$ cat src/rtl/alignment_output_buffer_if.sv
// Symbol-pair stream and status bundle between traceback, the alignment
// output buffer and its downstream consumer / controller.
interface alignment_output_buffer_if #(
   parameter int SYM_W = 3,
   parameter int LEN_W = 7
);
   logic             in_valid;
   logic [SYM_W-1:0] in_query_sym;
   logic [SYM_W-1:0] in_database_sym;
   logic             in_ready;
   logic             out_valid;
   logic             out_ready;
   logic [SYM_W-1:0] out_query_sym;
   logic [SYM_W-1:0] out_database_sym;
   logic             out_last;
   logic [LEN_W-1:0] align_len;
   logic             overflow;
   logic             busy;
   logic             done;

   modport slave (
      input  in_valid, in_query_sym, in_database_sym, out_ready,
      output in_ready, out_valid, out_query_sym, out_database_sym, out_last,
             align_len, overflow, busy, done
   );

   modport master (
      output in_valid, in_query_sym, in_database_sym, out_ready,
      input  in_ready, out_valid, out_query_sym, out_database_sym, out_last,
             align_len, overflow, busy, done
   );
endinterface

$ cat src/rtl/alignment_output_buffer.sv
// Collects one framed traceback alignment (emitted end-to-start) into a LIFO
// and replays it start-to-end on a valid/ready stream.
module alignment_output_buffer #(
   parameter int                  SEQ_LENGTH     = 32,
   parameter int                  LETTER_WIDTH   = 2,
   parameter int                  DEPTH          = 2 * SEQ_LENGTH,
   parameter int                  LEN_W          = $clog2(DEPTH + 1),
   parameter logic [LETTER_WIDTH:0] LINE_CODE      = 3'b100,
   parameter logic [LETTER_WIDTH:0] START_END_CODE = 3'b111
) (
   input  logic                       clk,
   input  logic                       rst,
   alignment_output_buffer_if.slave   bus
);
   localparam int SYM_W  = LETTER_WIDTH + 1;
   localparam int PAIR_W = 2 * SYM_W;
   localparam int ADDR_W = (DEPTH > 1) ? $clog2(DEPTH) : 1;
   localparam logic [LEN_W-1:0] DEPTH_L = LEN_W'(DEPTH);
   localparam logic [LEN_W-1:0] ONE_L   = LEN_W'(1);

   // A gap symbol equal to the delimiter would make gap pairs look like frames.
   if (LINE_CODE == START_END_CODE) begin : g_bad_codes
      $error("alignment_output_buffer: LINE_CODE must differ from START_END_CODE");
   end

   typedef enum logic [1:0] {
      S_IDLE,
      S_COLLECT,
      S_DRAIN
   } state_t;

   state_t              r_state;
   state_t              w_state_next;
   logic [LEN_W-1:0]    r_ptr;
   logic [LEN_W-1:0]    r_align_len;
   logic                r_overflow;
   logic                r_done;
   logic [PAIR_W-1:0]   r_mem [DEPTH];

   logic                w_in_ready;
   logic                w_marker;
   logic                w_accept;
   logic                w_out_valid;
   logic                w_handshake;
   logic                w_wr_en;
   logic [LEN_W-1:0]    w_rd_ptr;
   logic [PAIR_W-1:0]   w_rd_pair;

   assign w_marker    = (bus.in_query_sym == START_END_CODE) &&
                        (bus.in_database_sym == START_END_CODE);
   assign w_accept    = bus.in_valid && w_in_ready;
   assign w_out_valid = (r_state == S_DRAIN) && (r_ptr != '0);
   assign w_handshake = w_out_valid && bus.out_ready;
   assign w_wr_en     = (r_state == S_COLLECT) && w_accept && !w_marker &&
                        (r_ptr != DEPTH_L);
   assign w_rd_ptr    = r_ptr - ONE_L;

   always_comb begin
      w_state_next = r_state;
      w_in_ready   = 1'b0;
      case (r_state)
         S_IDLE: begin
            w_in_ready = 1'b1;
            if (w_accept && w_marker) w_state_next = S_COLLECT;
         end
         S_COLLECT: begin
            w_in_ready = 1'b1;
            if (w_accept && w_marker) w_state_next = S_DRAIN;
         end
         S_DRAIN: begin
            if (r_ptr == '0)
               w_state_next = S_IDLE;
            else if (w_handshake && (r_ptr == ONE_L))
               w_state_next = S_IDLE;
         end
         default: w_state_next = S_IDLE;
      endcase
   end

   always_ff @(posedge clk or posedge rst) begin
      if (rst) begin
         r_state     <= S_IDLE;
         r_ptr       <= '0;
         r_align_len <= '0;
         r_overflow  <= 1'b0;
         r_done      <= 1'b0;
      end else begin
         r_state <= w_state_next;
         r_done  <= (r_state == S_DRAIN) && (w_state_next == S_IDLE);
         case (r_state)
            S_IDLE: begin
               if (w_accept && w_marker) begin
                  r_ptr      <= '0;
                  r_overflow <= 1'b0;
               end
            end
            S_COLLECT: begin
               if (w_accept) begin
                  if (w_marker)
                     r_align_len <= r_ptr;
                  else if (r_ptr == DEPTH_L)
                     r_overflow <= 1'b1;
                  else
                     r_ptr <= r_ptr + ONE_L;
               end
            end
            S_DRAIN: begin
               if (w_handshake) r_ptr <= r_ptr - ONE_L;
            end
            default: ;
         endcase
      end
   end

   // Storage is don't-care after reset, so it carries no reset.
   always_ff @(posedge clk) begin
      if (w_wr_en)
         r_mem[r_ptr[ADDR_W-1:0]] <= {bus.in_query_sym, bus.in_database_sym};
   end

   assign w_rd_pair = w_out_valid ? r_mem[w_rd_ptr[ADDR_W-1:0]] : '0;

   assign bus.in_ready         = w_in_ready;
   assign bus.out_valid        = w_out_valid;
   assign bus.out_query_sym    = w_rd_pair[PAIR_W-1:SYM_W];
   assign bus.out_database_sym = w_rd_pair[SYM_W-1:0];
   assign bus.out_last         = w_out_valid && (r_ptr == ONE_L);
   assign bus.align_len        = r_align_len;
   assign bus.overflow         = r_overflow;
   assign bus.busy             = (r_state != S_IDLE);
   assign bus.done             = r_done;
endmodule

$ cat src/flat_wrapper.sv
// flat-port wrapper written by rule: the top's interface ports become plain ports
module alignment_output_buffer_flat 
#(
   parameter int                  SEQ_LENGTH     = 32,
   parameter int                  LETTER_WIDTH   = 2,
   parameter int                  DEPTH          = 2 * SEQ_LENGTH,
   parameter int                  LEN_W          = $clog2(DEPTH + 1),
   parameter logic [LETTER_WIDTH:0] LINE_CODE      = 3'b100,
   parameter logic [LETTER_WIDTH:0] START_END_CODE = 3'b111
)
  (clk, rst, bus_in_valid, bus_in_query_sym, bus_in_database_sym, bus_out_ready, bus_in_ready, bus_out_valid, bus_out_query_sym, bus_out_database_sym, bus_out_last, bus_align_len, bus_overflow, bus_busy, bus_done);
  alignment_output_buffer_if #(.SYM_W((LETTER_WIDTH + 1)), .LEN_W(LEN_W)) bus_i ();
  input  logic clk;
  input  logic rst;
  input wire logic [$bits(bus_i.in_valid)-1:0] bus_in_valid;
  input wire logic [$bits(bus_i.in_query_sym)-1:0] bus_in_query_sym;
  input wire logic [$bits(bus_i.in_database_sym)-1:0] bus_in_database_sym;
  input wire logic [$bits(bus_i.out_ready)-1:0] bus_out_ready;
  output wire logic [$bits(bus_i.in_ready)-1:0] bus_in_ready;
  output wire logic [$bits(bus_i.out_valid)-1:0] bus_out_valid;
  output wire logic [$bits(bus_i.out_query_sym)-1:0] bus_out_query_sym;
  output wire logic [$bits(bus_i.out_database_sym)-1:0] bus_out_database_sym;
  output wire logic [$bits(bus_i.out_last)-1:0] bus_out_last;
  output wire logic [$bits(bus_i.align_len)-1:0] bus_align_len;
  output wire logic [$bits(bus_i.overflow)-1:0] bus_overflow;
  output wire logic [$bits(bus_i.busy)-1:0] bus_busy;
  output wire logic [$bits(bus_i.done)-1:0] bus_done;
  assign bus_i.in_valid = bus_in_valid;
  assign bus_i.in_query_sym = bus_in_query_sym;
  assign bus_i.in_database_sym = bus_in_database_sym;
  assign bus_i.out_ready = bus_out_ready;
  assign bus_in_ready = bus_i.in_ready;
  assign bus_out_valid = bus_i.out_valid;
  assign bus_out_query_sym = bus_i.out_query_sym;
  assign bus_out_database_sym = bus_i.out_database_sym;
  assign bus_out_last = bus_i.out_last;
  assign bus_align_len = bus_i.align_len;
  assign bus_overflow = bus_i.overflow;
  assign bus_busy = bus_i.busy;
  assign bus_done = bus_i.done;
  alignment_output_buffer #(.SEQ_LENGTH(SEQ_LENGTH), .LETTER_WIDTH(LETTER_WIDTH), .DEPTH(DEPTH), .LEN_W(LEN_W), .LINE_CODE(LINE_CODE), .START_END_CODE(START_END_CODE)) u_core (.clk(clk), .rst(rst), .bus(bus_i));
endmodule
$ cat config.mk
export PLATFORM = sky130hd
export DESIGN_NAME = alignment_output_buffer_flat
export DESIGN_NICKNAME = d
export VERILOG_FILES = /design/src/rtl/alignment_output_buffer_if.sv /design/src/rtl/alignment_output_buffer.sv /design/src/flat_wrapper.sv
export SDC_FILE = /design/constraint.sdc
export NUM_CORES = 1
export LEC_CHECK = 0
export CAP_MARGIN = 20
export CORE_UTILIZATION = 35
export DETAILED_ROUTE_END_ITERATION = 6
export SYNTH_ARGS = -nofsm -noshare
export SYNTH_HDL_FRONTEND = slang
export SYNTH_SLANG_ARGS = --single-unit
$ cat constraint.sdc
create_clock -name clk -period 11.9 [get_ports clk]
set_clock_uncertainty 0.05 [all_clocks]
set_input_delay 3.57 -clock clk [delete_from_list [all_inputs] [get_ports clk]]
set_output_delay 3.57 -clock clk [all_outputs]
set_load 0.01 [all_outputs]
==> flow_summary.rst <==
.. list-table::
   :header-rows: 1

   * - Metric
     - Value
   * - Total wirelength of the detailed-routed design
     - around 38000 um
   * - Global-route wire length before repair
     - 57050 um
   * - Commonest cells after routing, fill and taps aside
     - sky130_fd_sc_hd__edfxtp_1 (384), sky130_fd_sc_hd__mux4_2 (89), sky130_fd_sc_hd__nor2_1 (78)
   * - CTS clock-pin slew for the worst setup and hold paths
     - 0.06 ns
   * - TritonCTS clock tree
     - built
   * - Number of nets in the layout
     - 996
   * - # H-tree levels
     - 2
   * - Clock tree root buffer cell
     - sky130_fd_sc_hd__clkbuf_16
   * - Number of antenna violations at the first check in global routing
     - 0
   * - Category of the critical setup timing path
     - reg -> out
   * - Synth Flop Type
     - sky130_fd_sc_hd__edfxtp_1
   * - Vias post-DR
     - roughly 8.7k
   * - Core outline area
     - roughly 47000 um2
   * - Worst endpoint required time
     - 8.28 ns
   * - Crit. End Element
     - output port
   * - Detailed placer's ending HPWL
     - 23270 um
   * - Pins over their slew limit
     - 0
   * - Top-level port count
     - 29
   * - Violation count after the first detailed-route iteration
     - ~850
   * - Timing-limited maximum frequency
     - 111.1 MHz
   * - Total clock buffers created by CTS
     - 41
   * - Number of unique standard cell types used by synthesis
     - 63
   * - Starting density of the core
     - 0.3568
   * - Worst slew slack as a fraction of its limit
     - 0.3680
   * - Pleak
     - between 5 and 6 nW
   * - Async set or reset register ratio after synthesis
     - 0.04478
   * - CTS Sinks
     - 402
   * - Synthesized instance count
     - 949
   * - DIE HEIGHT
     - 220.5 um
   * - Sink of the worst hold path
     - u_core.bus.align_len[6]
   * - Fillcell total
     - about 4.2k
   * - FF-to-FF Start
     - u_core.r_ptr[0]
   * - GR Overflow Total
     - 0
   * - Period minus WS final
     - 9.000 ns
   * - Maximum fanout count along the critical path
     - 53
   * - Post-CTS setup-driven buffer insertion count
     - 0
   * - Area growth from synthesis to layout
     - 12.97%
   * - Gates resized, CTS repair
     - 0
   * - Worst R2R Setup Slack
     - 7.97 ns
   * - Placement row count
     - 79
   * - RSZ-0062 raised after global routing
     - no
   * - Maximum count of clock buffers along a single path
     - 3
   * - Violations in the final reports
     - design-rule violations
   * - Final design instance area without fill
     - 18880 um2
   * - Hold slack
     - 0.4392 ns
   * - Final Cycle Share
     - 0.7563
   * - Number of diodes added for antenna fixing
     - 0
   * - Crit start category
     - flip-flop
   * - Largest vdd supply drop
     - approximately 0.13 mV
   * - Capturing point of the worst reg2reg path
     - u_core.r_mem[30][5]
   * - Count of endpoints failing hold in the final timing report
     - 0
   * - Synthesized netlist net count
     - 966
   * - Cell depth of the worst hold path
     - 2
   * - Final antenna-violating net count
     - 0
   * - Synthesis-stage register bit count
     - 402
   * - Number of global-route vias before repair
     - 8749
   * - Vias per std cell
     - 5.371
   * - Yosys warnings
     - 0
   * - Max Cap Viol
     - 0
   * - Summed instance area of the synthesized netlist
     - 16710 um2
   * - Worst Hold Class
     - reg -> reg
   * - Global placer's final weighted congestion
     - 0.8155
   * - Finished Core Util
     - 0.4030
   * - Post-DR wirelength/cell
     - around 24 um
   * - Maximum number of pins on one net before global-route repair
     - 67
   * - Arrival time worst endpoint
     - 5.38 ns
   * - Critical hold path startpoint
     - u_core.bus.align_len[6]
   * - Share of final-layout standard cells stronger than drive strength 1
     - 0.1853
   * - Total power of the final layout
     - approximately 3.9 mW
   * - Setup violation total in the final timing report
     - 0
   * - Placed inst area
     - around 18000 um2
   * - PD cells
     - 209.0 nW/um2
   * - Buffers added on ports
     - 28
   * - Global Route Usage Sum
     - 0.1599
   * - Number of enable-type register cells in the synthesized netlist
     - 384
   * - Die X-Extent
     - approximately 220 um
   * - Most common library cell in the layout ignoring fill and taps
     - sky130_fd_sc_hd__edfxtp_1
   * - Clk_lat worst skew
     - 0.54 ns
   * - CTS hold repair buffers
     - 0
   * - DRC violation count after routing
     - 5
   * - Die ar.
     - about 50000 um2
   * - Average footprint of a synthesized cell
     - 17.61 um2
   * - Depth of the most critical reg-to-reg path
     - 6
   * - Slew @ Worst Pin
     - ~0.94 ns
   * - Result of the run
     - finished, violations left
   * - Aggregate negative setup slack
     - 0 ns
   * - Sequential-to-total area share from yosys stat
     - 0.7168
   * - Length of the first detailed-routing pass in iterations
     - 7
[flip-flops by register name, indices dropped and copies added (netlist names)]
signal                cells
u_core.bus.align_len      7
u_core.bus.done           1
u_core.bus.overflow       1
u_core.r_mem            384
u_core.r_ptr              7
u_core.r_state            2
[kinds of logic (layout without fill, tap and decap cells)]
kind of cell,after synthesis,count (layout),synth area share
flops,402,402,0.7168
simple gates,196,196,0.05509
mux,128,128,0.1437
compound gates,127,127,0.05397
buf+inv,84,144,0.02141
fa+ha+maj,7,7,0.005240
xor+xnor,5,5,0.003743
[cells in the mapped netlist, drive strengths merged, types with 3 or more instances]
library cell	number	area, um2
o22ai	8	50.05
o211a	6	60.06
nor2	78	292.8
xnor2	4	35.03
nand2	34	127.6
a21boi	25	191.4
buf	28	147.6
edfxtp	384	11530
clkbuf	29	108.9
ha	7	87.58
o211ai	7	57.55
or2	4	25.02
dfrtp	18	450.4
a21o	3	22.52
or3	6	37.54
o41ai	6	52.55
inv	25	93.84
nor2b	16	100.1
mux4	89	2004
and4	3	26.28
nor3	9	45.04
nand3	33	165.2
o21ai	36	180.2
mux2	6	67.56
a31oi	4	25.02
a21oi	5	25.02
o311ai	9	78.83
mux2i	33	330.3
[area by class of cell]
cell class	instances	area, um2	area share
timing repair buffer	44	370.4	0.01961
inverter	27	101.3	0.005367
clock buffer	49	1077	0.05705
multi-input combinational	463	4388	0.2324
sequential	402	11990	0.6347
clock inverter	24	201.4	0.01067
tap	607	759.5	0.04022
[worst max path at each step]
stage / endpoint / startpoint
CTS: bus_out_database_sym[1] / u_core.r_ptr[0]
floorplan: bus_out_query_sym[1] / u_core.r_ptr[0]
finish: bus_out_database_sym[2] / u_core.r_ptr[0]
detailed placement: bus_out_database_sym[1] / u_core.r_ptr[0]
global route: bus_out_database_sym[1] / u_core.r_ptr[0]
global placement: bus_out_database_sym[1] / u_core.r_ptr[0]
[metrics by stage]
stage	worst slack (ns)	cells
3_3_place_gp	3.442	1543
4_1_cts	2.774	1616
3_5_place_dp	3.377	1543
2_1_floorplan	5.307	949
6_report	2.900	1616
5_1_grt	2.608	1616
[power breakdown]
group | switching [mW] | internal [mW] | total, mW | leakage (nW)
combinational | 0.628 | 0.479 | 1.11 | 1.58
clock | 0.522 | 0.711 | 1.23 | 0.627
sequential | 0.0434 | 1.56 | 1.61 | 3.69
[critical path: stages, from the launching register on]
cell and delay (ns):
sky130_fd_sc_hd__dfrtp_4 0.90, sky130_fd_sc_hd__inv_1 0.28, sky130_fd_sc_hd__ha_4 0.89, sky130_fd_sc_hd__buf_4 0.75, sky130_fd_sc_hd__mux4_2 0.43, sky130_fd_sc_hd__inv_1 0.07, sky130_fd_sc_hd__o22ai_1 0.09, sky130_fd_sc_hd__o311ai_0 0.45
sky130_fd_sc_hd__o211ai_1 0.33, sky130_fd_sc_hd__clkdlybuf4s50_1 0.58
[metal layers]
metal / part of all wire / global-route usage / vias up
li1: - / - / 3867
met1: 0.44 / 0.2256 / 4460
met2: 0.47 / 0.2560 / 292
met3: 0.064 / 0.02955 / 60
met4: 0.018 / 0.03858 / 0
met5: 0 / 0 / -
No activity file was read; power rests on OpenSTA's default activity.
==> RTL edit 1, RTL diff (config.mk and constraints unchanged) <==
`LETTER_WIDTH` is set to 2 in 2 places; all go to 4.
--- a/src/rtl/alignment_output_buffer.sv
+++ b/src/rtl/alignment_output_buffer.sv
@@ -4,3 +4,3 @@
    parameter int                  SEQ_LENGTH     = 32,
-   parameter int                  LETTER_WIDTH   = 2,
+   parameter int                  LETTER_WIDTH   = 4,
    parameter int                  DEPTH          = 2 * SEQ_LENGTH,
--- a/src/flat_wrapper.sv
+++ b/src/flat_wrapper.sv
@@ -4,3 +4,3 @@
    parameter int                  SEQ_LENGTH     = 32,
-   parameter int                  LETTER_WIDTH   = 2,
+   parameter int                  LETTER_WIDTH   = 4,
    parameter int                  DEPTH          = 2 * SEQ_LENGTH,
Interface: changed (resized bus_in_database_sym, bus_in_query_sym, bus_out_database_sym and bus_out_query_sym); port bits go from 29 to 37. No check against the original RTL was run, so the function may have changed too.
==> RTL edit 1 against the unedited design <==
  * Sequential cell count grew 256
  * Sequential power is 60% higher
  * Synthesized area up 57%
  * Count of clock-buffer cells in the layout is 38 higher
  * Combinational power rose by 77%
  * Cell count rose by 49%
  * Fmax is 1.0% higher
  * Cell area rose by 59%
  * Total power is 66% higher
  * First-iteration DRC count grew 52%
  * Worst setup slack gained 0.092 ns
  * Wire length rose by 61%
  * Critical endpoint is now bus_out_query_sym[4]
  * Highest routed layer unchanged
==> RTL edit 1: results <==
[status]
status = "completed"

[final_layout]
fin_nets = 1404
n_antenna_cell = 0
drive_gt1_frac = 0.263
multi_input_cells = 549
n_all_buffers = 94
nClkBuffers = 87
final-clk-cell-share = 0.0697
largest_reg_flops = 640
buf_share = 0.0257
multiInputGateArea_sq_um = 6200
seq_area_sq_um = 19700
n_fill_cell = 6629
n_all_inverters = 10

[routing]
first_pass_iters = 5
post_drt_wl_per_cell_um = 25.5
num_vias = 12996
vias_per_cell = 5.41
drtIter0Drc = 1293

[setup_path]
r2r_start = "u_core.r_state[1]"
reg2reg_depth = 7
r2r-end = "u_core.r_mem[31][7]"
crit_end = "bus_out_query_sym[4]"
crit_start = "u_core.r_ptr[1]"
crit_fanout = 67
r2r_setup_slack_ns = 7.84

[min_path]
min_from = "u_core.bus.align_len[2]"
holdPathStages = 1
min_to = "u_core.bus.align_len[2]"
hp-class = "reg -> reg"

[logic_synthesis]
ys_warn_count = 0
synth-seq-cells = 658
yosysUniqueCellTypes = 60
yosys-top-cells-count = "640 x edfxtp_1, 169 x mux4_2, 81 x nand2_1, 79 x nor2_1, 30 x buf_2"
synth.top_cell.area_share = 0.732
synth_area_leaders = "edfxtp_1 73%, mux4_2 15%, dfrtp_1 1.7%"
synth_edf_count = 640
synth-async-reset-ratio = 0.0274
ys_seq_area_frac = 0.750
syn_inst = 1290

[placement]
dp_hpwl_um = 35000
gp_congestion = 0.761
portBuffers = 36
post-place-cells = 2271

[clock_tree]
clkLatencyLatePin_ns = 0.60
cts-resized-gates = 0
cts_root_buf = "clkbuf_16"
cts.clk_slew.worst_paths_ns = 0.06
cts_made_buffers = 69
h-tree-depth = 3

[global_routing]
groute.usage.overall = 0.164
grt_max_degree = 68
grt_pass1_wl_um = 90300
antenna_found_initial = 0

[timing]
worst_pin_slew_ns = 1.16

[power]
power.leakage_uw = 0.00926
ir_worst_vdd_uv = 190
[RTL edit 1: cell types whose count changed in the layout (fill, tap and decap cells not counted), moves of 16 or more]
cell / change
a211oi_1: +18
a31oi_1: +24
buf_4: +38
edfxtp_1: +256
mux2_2: +19
nand3_1: -26
nand2_1: +47
clkbuf_16: +30
inv_1: -16
mux2i_1: -27
a21boi_0: -23
and2_1: +20
mux4_2: +80
[RTL edit 1: metal layers]
metal	vias up	wire length, um	global-route usage	share of wire
met3	94	4180	0.0331	0.068
met5	-	0	0	0
met2	456	29300	0.259	0.48
met1	6942	26200	0.230	0.43
met4	0	1600	0.0503	0.026
li1	5504	-	-	-
[RTL edit 1: where the power goes]
group          leakage (uW)  internal [uW]  switching, uW
clock network       0.00103           1150            868
logic               0.00224            810           1160
registers           0.00599           2550           17.2
total               0.00926           4510           2050
[RTL edit 1: logic make-up after synthesis]
group           synth area share
xor+xnor                 0.00386
flops                      0.750
buf+inv                   0.0167
simple gates              0.0390
mux                        0.158
compound gates            0.0289
fa+ha+maj                0.00382
[RTL edit 1: through the flow]
stage	hold slack, ns	setup slack [ns]	cell area [sq um]
finish	0.461	2.99	30000
global route	0.492	2.82	30000
CTS	0.464	3.05	29900
detailed placement	0.449	3.73	27800
global placement	0.445	3.66	27700
floorplan	0.463	5.37	26200
[RTL edit 1: worst max-delay path: stages (launching register included)]
cell	delay [ns]
dfrtp_1	0.56
inv_1	0.23
ha_4	0.98
buf_12	0.46
mux4_2	0.38
and2_1	0.17
a211oi_1	0.42
a31oi_1	0.14
o22ai_1	0.56
a31oi_1	0.17
clkdlybuf4s50_1	0.53
==> RTL edit 2, RTL diff (same settings) <==
Without the edit above. Make the reset (`rst`) synchronous in one clocked block.
--- a/src/rtl/alignment_output_buffer.sv
+++ b/src/rtl/alignment_output_buffer.sv
@@ -79,3 +79,3 @@
 
-   always_ff @(posedge clk or posedge rst) begin
+   always_ff @(posedge clk) begin
       if (rst) begin
Check against the original RTL: differs if rst is asserted again (counterexample within 4 cycles, from zero or initial values and one cycle with rst high); with rst held inactive, the same outputs for 4 cycles.
==> RTL edit 2 against the unedited design <==
  * Sequential cell count unchanged
  * Wire length up 0.73%
  * Cell area down 1.7%
  * Worst setup slack worse by 0.022 ns
  * Critical endpoint unchanged
  * Fmax down 0.25%
  * Synthesized area down 1.3%
Power is not compared: it rests on default switching activity, and its combinational part moved more than twofold at a synthesized area within 25%.
==> RTL edit 2: results <==
[status]
status = "completed"

[routing]
drtIter0Drc = 854
drt_wl_total_um = 38300
num_vias = 8800
post_drt_wl_per_cell_um = 23.6
drc = 0

[logic_synthesis]
synthAdderAreaFrac = 0.00531
synth_compound_area_frac = 0.0494
yosys-top-cells-count = "384 x edfxtp_1, 85 x nor2_1, 84 x mux4_2, 67 x nand2_1, 36 x o21ai_0"
yosysUniqueCellTypes = 61
synthMuxAreaShare = 0.136
syn_nets = 978
ys_seq_area_frac = 0.721
synth_xor_area_frac = 0.00319
avgSynthCellArea_sq_um = 17.2
synth-async-reset-ratio = 0
synth_area_leaders = "edfxtp_1 70%, mux4_2 11%, dfxtp_1 2.2%"

[placement]
post-place-cells = 1555
gp_congestion = 0.867
dp_hpwl_um = 23700
dpl_cell_area_sq_um = 17400

[timing]
relSlewSlack = 0.330
fin_hold_ws_ns = 0.401

[final_layout]
fin_nets = 1008
drive_gt1_frac = 0.170
n_fill_cell = 4143

[global_routing]
grt_max_degree = 66
grt_pass1_wl_um = 57100
grt_pass1_vias = 8883

[setup_path]
cp_slowest_cell = "buf_4"
critPathMaxStageDelay_ns = 0.77
crit_fanout = 58
r2r_setup_slack_ns = 7.59
arrival_ns = 5.40
-- RTL edit 2: cell families (layout without fill, tap and decap cells) --
logic type	Yosys count	in the layout
and+or+nand+nor	236	236
DFF	402	402
muxes	118	118
xor gates and xnor gates	6	6
AOI/OAI and AO/OA	126	126
adders and majority gates	7	7
buffers and inverters	66	122
-- RTL edit 2: final cells by class --
type,count,share of cell area
multi-input combinational,493,0.233
clock inverter,16,0.00580
sequential,402,0.641
tap,607,0.0409
timing repair buffer,41,0.0187
clock buffer,53,0.0583
inverter,12,0.00243
-- RTL edit 2: routing by layer --
layer | wire [um] | part of all wire | up-vias | global-route usage
met5 | 0 | 0 | - | 0.00417
met4 | 1030 | 0.027 | 0 | 0.0516
met3 | 2710 | 0.071 | 56 | 0.0384
li1 | - | - | 3906 | -
met1 | 16600 | 0.43 | 4573 | 0.223
met2 | 18000 | 0.47 | 265 | 0.254
-- RTL edit 2: power groups by stage --
stage	clock network (uW)	registers (uW)	logic (uW)
floorplan	0	1580	2.36
global placement	0	1580	29.1
detailed placement	0	1580	30.6
CTS	1180	1550	30.5
global route	1230	1550	31.9
finish	1160	1550	29.5
-- RTL edit 2: worst min-delay path, delay by kind of cell, from the launching register on --
family	cells	cell delay [ns]
flops	1	0.30
simple gates	1	0.05
compound gates	1	0.05
-- RTL edit 2: stage by stage --
stage	util	setup slack, ns
detailed placement	0.373	3.46
CTS	0.399	2.89
finish	0.399	2.88
global route	0.399	2.57
floorplan	-	5.37
global placement	0.373	3.46
-- RTL edit 2: worst paths after layout --
| path | start | endpoint | depth (start not counted) |
|---|---|---|---|
| min reg2reg | u_core.bus.align_len[2] | u_core.bus.align_len[2] | 2 |
| max reg2reg | u_core.r_ptr[0] | u_core.r_mem[30][0] | 7 |
| max | u_core.r_ptr[0] | bus_out_database_sym[2] | 8 |
| min | u_core.bus.align_len[2] | u_core.bus.align_len[2] | 2 |
